## src/rtl/seq_addsub_pipe.sv

```systemverilog
// Digit-serial adder/subtractor: a +/- b over WIDTH/DIGIT cycles, LSB slice first,
// with a registered carry between slices and a one-cycle done pulse on completion.
module seq_addsub_pipe #(
    parameter int WIDTH = 32,
    parameter int DIGIT = 8
) (
    input  logic             clk,
    input  logic             rst,
    input  logic [WIDTH-1:0] a,
    input  logic [WIDTH-1:0] b,
    input  logic             start,
    input  logic             sub,
    input  logic             is_signed,
    output logic [WIDTH-1:0] res,
    output logic             ready,
    output logic             done,
    output logic             overflow,
    output logic             carry_out
);

    localparam int N  = WIDTH / DIGIT;
    localparam int CW = (N > 1) ? $clog2(N) : 1;

    localparam logic [0:0] IDLE = 1'b0;
    localparam logic [0:0] RUN  = 1'b1;

    if ((WIDTH % DIGIT) != 0 || DIGIT < 1 || DIGIT > WIDTH) begin : g_bad_param
        $error("seq_addsub_pipe: WIDTH must be a positive multiple of DIGIT");
    end

    logic [0:0]       state_q;
    logic [CW-1:0]    cnt_q;
    logic             carry_q;
    logic [WIDTH-1:0] a_q, b_q, acc_q;
    logic             a_msb_q, b_msb_q;
    logic             sub_q, sgn_q;
    logic [WIDTH-1:0] res_q;
    logic             ovf_q, cout_q, done_q;

    logic [DIGIT:0]   sum;
    logic [WIDTH-1:0] slice_w;
    logic [WIDTH-1:0] acc_d;
    logic             ovf_d;
    logic             last;

    // Operands shift right each cycle so the active slice is always at bit 0;
    // the result slice enters at the top of acc and settles into place after N steps.
    always_comb begin
        sum     = {1'b0, a_q[DIGIT-1:0]} + {1'b0, b_q[DIGIT-1:0]} + {{DIGIT{1'b0}}, carry_q};
        slice_w = WIDTH'(sum[DIGIT-1:0]);
        acc_d   = (acc_q >> DIGIT) | (slice_w << (WIDTH - DIGIT));
        last    = (cnt_q == CW'(N - 1));
        ovf_d   = sgn_q ? ((a_msb_q == b_msb_q) && (acc_d[WIDTH-1] != a_msb_q))
                        : (sum[DIGIT] ^ sub_q);
    end

    always_ff @(posedge clk or posedge rst) begin
        if (rst) begin
            state_q <= IDLE;
            cnt_q   <= '0;
            carry_q <= 1'b0;
            a_q     <= '0;
            b_q     <= '0;
            acc_q   <= '0;
            a_msb_q <= 1'b0;
            b_msb_q <= 1'b0;
            sub_q   <= 1'b0;
            sgn_q   <= 1'b0;
            res_q   <= '0;
            ovf_q   <= 1'b0;
            cout_q  <= 1'b0;
            done_q  <= 1'b0;
        end else begin
            done_q <= 1'b0;
            case (state_q)
                IDLE: begin
                    if (start) begin
                        a_q     <= a;
                        b_q     <= b ^ {WIDTH{sub}};
                        a_msb_q <= a[WIDTH-1];
                        b_msb_q <= b[WIDTH-1] ^ sub;
                        sub_q   <= sub;
                        sgn_q   <= is_signed;
                        carry_q <= sub;
                        cnt_q   <= '0;
                        acc_q   <= '0;
                        state_q <= RUN;
                    end
                end
                RUN: begin
                    a_q     <= a_q >> DIGIT;
                    b_q     <= b_q >> DIGIT;
                    acc_q   <= acc_d;
                    carry_q <= sum[DIGIT];
                    cnt_q   <= cnt_q + CW'(1);
                    if (last) begin
                        state_q <= IDLE;
                        res_q   <= acc_d;
                        cout_q  <= sum[DIGIT];
                        ovf_q   <= ovf_d;
                        done_q  <= 1'b1;
                    end
                end
                default: state_q <= IDLE;
            endcase
        end
    end

    assign res       = res_q;
    assign ready     = (state_q == IDLE);
    assign done      = done_q;
    assign overflow  = ovf_q;
    assign carry_out = cout_q;

endmodule
```

## config.mk

```make
export PLATFORM = sky130hd
export DESIGN_NAME = seq_addsub_pipe
export DESIGN_NICKNAME = d
export VERILOG_FILES = /design/src/rtl/seq_addsub_pipe.sv
export SDC_FILE = /design/constraint.sdc
export NUM_CORES = 1
export LEC_CHECK = 0
export CAP_MARGIN = 20
export CORE_AREA = 4 4 112 114
export CTS_BUF_LIST = sky130_fd_sc_hd__clkbuf_8 sky130_fd_sc_hd__clkbuf_16
export CTS_CLUSTER_SIZE = 30
export DETAILED_ROUTE_END_ITERATION = 7
export DIE_AREA = 0 0 116 118
export PLACE_DENSITY_LB_ADDON = 0.1
export SLEW_MARGIN = 20
export SYNTH_ARGS = -nofsm -noshare
export SYNTH_HDL_FRONTEND = slang
export SYNTH_SLANG_ARGS = --single-unit
```

## constraint.sdc

```tcl
create_clock -name clk -period 5.3 [get_ports clk]
set_input_delay 0.795 -clock clk [delete_from_list [all_inputs] [get_ports clk]]
set_output_delay 0.795 -clock clk [all_outputs]
set_load 0.02 [all_outputs]
```

Word level (Yosys, flattened, before mapping)
Cells that the tools add are included.

cells by class
  equal/unequal tests = 4
  mux-type cells = 16
  reduce and logical (&&, ||, !) cells = 3
  bitwise logic cells = 5
  add/subtract/negate cells = 3

operator list
  cell                 count
  $pmux 32 s2          3
  $mux 32              3
  $or 24x32->32        1
  $xor 32x32->32       1
  $add 8x8->9          1
  $add 9x1->9          1
  $mux 1               6
  $pmux 1 s2           2
  $pmux 2 s2           1
  $reduce_and 2->1     2
  $add 2x1->2 const B  1
  $eq 2x2->1 const B   1
  $mux 2               1
  $ne 2x2->1 const B   1
  $xor 1x1->1          2
  $eq 1x1->1           1
  $logic_and 1x1->1    1
  $ne 1x1->1           1
  $not 1->1            1

word-level totals
  logic and storage cells = 45
  input port bits = 69
  output and inout port bits = 36
  register bits after elaboration = 139

Depth between registers and ports, before layout
  depth in word-level cells = 6
  mapped depth = 7
  gate-level depth less buffers = 7

Worst setup path after synthesis
OpenSTA, ideal clock, no wires.

  path type = flip-flop to flip-flop
  start point = register carry_q
  end point = register ovf_q, in the netlist overflow
  cell stages (with the launch flop) = 8
  setup time = 0.137 ns
  required time = 5.163 ns
  clock period less this slack = 2.202 ns
  setup slack = 3.098 ns
  data arrival time = 2.065 ns
  cells stage by stage = dfrtp_1 fa_1 fa_1 a21o_1 a221oi_2 nor3_1 a221oi_2 o211ai_1

on the way
  word-level cells in the longest chain between the ends = 5
  elaborated cells on any way between the ends = 6
  those cells by class = 1 x add/sub; 1 x eq/ne; 1 x mux; 2 x bitwise; 1 x reduce/logical

ends and longest elaborated chain
  element                 RTL line  source
  start, declared         33        logic carry_q;
  start signal, assigned  84        carry_q <= sub;
  start signal, assigned  94        carry_q <= sum[DIGIT];
  $add 9x1->9 (*)         49        sum = {1'b0, a_q[DIGIT-1:0]} + {1'b0, b_q[DIGIT-1:0]} + {{DIGIT{1'b0}}, carry_q};
  $or 24x32->32           51        acc_d = (acc_q >> DIGIT) | (slice_w << (WIDTH - DIGIT));
  $ne 1x1->1              53        ovf_d = sgn_q ? ((a_msb_q == b_msb_q) && (acc_d[WIDTH-1] != a_msb_q))
  $logic_and 1x1->1       53
  $mux 1 (*)              53
  end signal, assigned    100       ovf_q <= ovf_d;
  end, declared           38        logic ovf_q, cout_q, done_q;

Mark *: on every way between the ends. The rest lies on a longest branch, timed or not.
A chain may end at the register's enable or synchronous reset.

Worst setup path in the final report
  start point = register state_q
  end point = output port ready

on the way
  word-level cells in the longest chain between the ends = 1

ends and longest elaborated chain
  element                     RTL line  source
  start, declared             31        logic [0:0] state_q;
  start signal, assigned      59        state_q <= IDLE;
  start signal, assigned      87        state_q <= RUN;
  start signal, assigned      97        state_q <= IDLE;
  $not 1->1 (no source line)  --
  end, declared               15        output logic ready,

No other way between the ends.

==> run summary <==
========================================================================================================
Run status ................................................................................    completed
Crit path capture .........................................................................        ready
Post-CTS clock slew at the launch and capture registers of the worst setup and hold paths .      0.06 ns
Commonest cells in the netlist ............................................................ sky130_fd_sc_hd__dfrtp_1 (131), sky130_fd_sc_hd__nand2_1 (122), sky130_fd_sc_hd__o21ai_0 (100)
Number of setup violations in the final report ............................................            0
Later-pin clock latency in the skew report ................................................      0.42 ns
Smallest hold slack .......................................................................    0.4836 ns
Worst-case register-to-register setup slack ...............................................      2.94 ns
Fin crit share ............................................................................       56.86%
Setup TNS .................................................................................         0 ns
Total GRT Usage ...........................................................................       19.16%
Filler instances ..........................................................................          901
Most instantiated flip-flop cell in the synthesis netlist ................................. sky130_fd_sc_hd__dfrtp_1
Fraction of layout instances using a drive strength above 1 ...............................       11.79%
Post-CTS Hold Fix Bufs ....................................................................            0
Post-layout min period ....................................................................     3.013 ns
Placer Congestion .........................................................................       0.8178
Post-synthesis cell type with the largest combined area ................................... sky130_fd_sc_hd__dfrtp_1
Floorplan die width .......................................................................       116 um
Max Transition Viols Final ................................................................            0
Start-to-end type of the worst setup path .................................................   reg -> out
Synth Cell Area ...........................................................................     5989 um2
Clock Tree Root ........................................................................... sky130_fd_sc_hd__clkbuf_16
Post-synth cell types .....................................................................           37
Path class of the lowest-slack min-delay path .............................................   reg -> reg
Cell depth of the worst flop-to-flop path .................................................            6
ANT cells .................................................................................            0
Sum of net half-perimeters after detailed placement .......................................     8.207 mm
Least-Margin Pin Slew .....................................................................    0.9151 ns
Power, Total ..............................................................................     4.500 mW
Final std cells w/o fill ..................................................................          813
Fraction of met1 tracks used by global routing ............................................       25.19%
Per-cell routed wire length ...............................................................     15.09 um
Global-route wire length before repair ....................................................     21.15 mm
Number of nets in the final layout ........................................................          736
Met2 Resource Use GR ......................................................................       30.86%
Mapped Avg Cell Area ......................................................................    10.51 um2
DRC violations left .......................................................................            0
Unrepaired setup endpoints after global routing ...........................................        false
Final hold violation count ................................................................            0
Via total after detailed routing ..........................................................         4320
Destination of the worst register-to-register timing path .................................      res[30]
Slew Limit Headroom .......................................................................       39.00%
Highest attainable clock frequency ........................................................   0.3318 GHz
Top cells by area, synth .................................................................. sky130_fd_sc_hd__dfrtp_1 (55%), sky130_fd_sc_hd__o21ai_0 (8.4%), sky130_fd_sc_hd__nand2_1 (7.6%)
Number of warnings issued by yosys ........................................................            0
# resized after CTS .......................................................................            0
Largest vdd supply drop ...................................................................     359.8 uV
Number of global-route vias before repair .................................................         4370
Violation count after the first detailed-route iteration ..................................          287
Number of cells produced by synthesis .....................................................          570
DIE HEIGHT ................................................................................       118 um
Worst setup SP type .......................................................................     register
Average vias per placed instance ..........................................................        5.314
Start point of the worst hold path ........................................................      a_q[29]
Share of Yosys cell area claimed by the top area cell type ................................       54.73%
Worst R2R Start ...........................................................................       a_q[0]
CP endpoint kind ..........................................................................  output port
Largest buffer count on any clock path ....................................................            2
Data arrival time of the worst path .......................................................      2.22 ns
Number of buffers added for setup after CTS ...............................................            0
# placed instances ........................................................................          781
Most frequent cell after synthesis ........................................................ sky130_fd_sc_hd__dfrtp_1
Worst Skew ................................................................................  0.006328 ns
Share of the yosys chip area belonging to registers .......................................       54.73%
Num CTS Buffers ...........................................................................           17
Die Area ..................................................................................    13690 um2
Top-level I/O count .......................................................................          105
Number of synthesized register bits .......................................................          131
Overflow left after global routing ........................................................            0
Grt met3 use ..............................................................................       4.936%
Count of port buffers added during placement ..............................................          104
Total nets after synthesis ................................................................          649
Most crowded layer after global routing ...................................................         met2
Clock net sink count ......................................................................          131
Syn-to-layout area delta ..................................................................       27.83%
Beginning of the critical path ............................................................      state_q
Count of maximum capacitance violations ...................................................            0
Initial core utilization ..................................................................       52.45%
Leak pwr ..................................................................................     3.389 nW
TritonRoute pass-1 iters ..................................................................            4
Placement row count .......................................................................           39
Maximum number of pins on one net before global-route repair ..............................           93
Data required time of the critical path ...................................................      4.51 ns
Pwr Density ............................................................................... 587.8 nW/um2
Post-Route WL .............................................................................     12.27 mm
Clock H-tree levels .......................................................................            4
Clock tree from TritonCTS .................................................................         done
Area of the placeable core ................................................................    11420 um2
Antenna-violating nets left ...............................................................            0
Share of async-settable or async-resettable flops after synthesis .........................       100.0%
Number of flops mapped to enable cells by yosys ...........................................            0
Maximum fanout count along the critical path ..............................................           51
Initial antenna violation count ...........................................................            0
========================================================================================================
worst min-delay path by stage:
stage          endpoint  slack, ns  cells after the start
3_3_place_gp     b_q[0]       0.46                      2
2_1_floorplan    b_q[0]       0.44                      2
3_5_place_dp     b_q[7]       0.46                      2
4_1_cts         a_q[23]       0.48                      2
5_1_grt         a_q[23]       0.49                      2
6_report        a_q[21]       0.48                      2
placed cells by master, fill, tap and decap left out, drive strengths merged:
cell and n:
clkdlybuf4s50 102, a211oi 10, o22ai 1, xnor2 36, o211ai 3, buf 5
nand4 1, a221oi 3, nor2 18, nor3b 2, mux2 34, and3 1
clkinv 7, dfrtp 131, nand2 123, or3 2, fa 2, a21o 5
or2 2, o31a 1, o21ai 100, nor2b 1, ha 8, and2 1
nor3 1, a22o 1, nand3 2, clkbuf 17, inv 6, a21oi 5
xor2 1, nor4b 1, bufinv 3, clkinvlp 2, mux2i 32
cells by family (layout without fill, tap and decap cells):
group / Yosys count / count (layout) / share of synthesized area, %
compound gates: 129 / 129 / 12.18
xor+xnor: 37 / 37 / 5.410
fa+ha+maj: 10 / 10 / 2.340
buf+inv: 42 / 142 / 3.071
flops: 131 / 131 / 54.73
mux: 66 / 66 / 11.80
simple gates: 155 / 155 / 10.47
layer usage:
layer / up-vias / wire length, um
met2: 92 / 6100
met1: 2088 / 5460
met5: - / 0
met3: 16 / 505
li1: 2124 / -
met4: 0 / 205
report_power, final:
part           internal [mW]  switching [mW]
sequential              1.44           0.310
clock                  0.734           0.432
combinational          0.759           0.829
total                   2.93            1.57
critical path, stage by stage (launching register included):
cell,delay [ns]
sky130_fd_sc_hd__dfrtp_4,0.66
sky130_fd_sc_hd__inv_2,0.44
sky130_fd_sc_hd__clkdlybuf4s50_1,0.70
state kept, by name, summed over array words and instances (netlist names):
name / cells
res: 32
carry_out: 1
state_q: 1
sgn_q: 1
cnt_q: 2
sub_q: 1
a_msb_q: 1
carry_q: 1
b_q: 32
a_q: 32
b_msb_q: 1
done: 1
acc_q: 24
overflow: 1
through the flow:
step           area (um2)  setup WS (ns)  utilization (%)
3_5_place_dp         7061          2.720            61.83
4_1_cts              7656          2.269            67.05
6_report             7656          2.287            67.05
5_1_grt              7656          2.200            67.05
3_3_place_gp         7061          2.718            61.83
2_1_floorplan        5989          1.007                -
layout make-up:
cell class / count / area (um2) / share of cell area, %
inverters: 3 / 16.27 / 0.2125
flip-flops and latches: 131 / 3282 / 42.87
clock buffers: 17 / 425.4 / 5.556
repair buffers: 107 / 1056 / 13.79
clock inverters: 15 / 170.2 / 2.223
multi-input cells: 397 / 2527 / 33.01
well taps: 143 / 178.9 / 2.337
(Power assumes the default switching activity.)
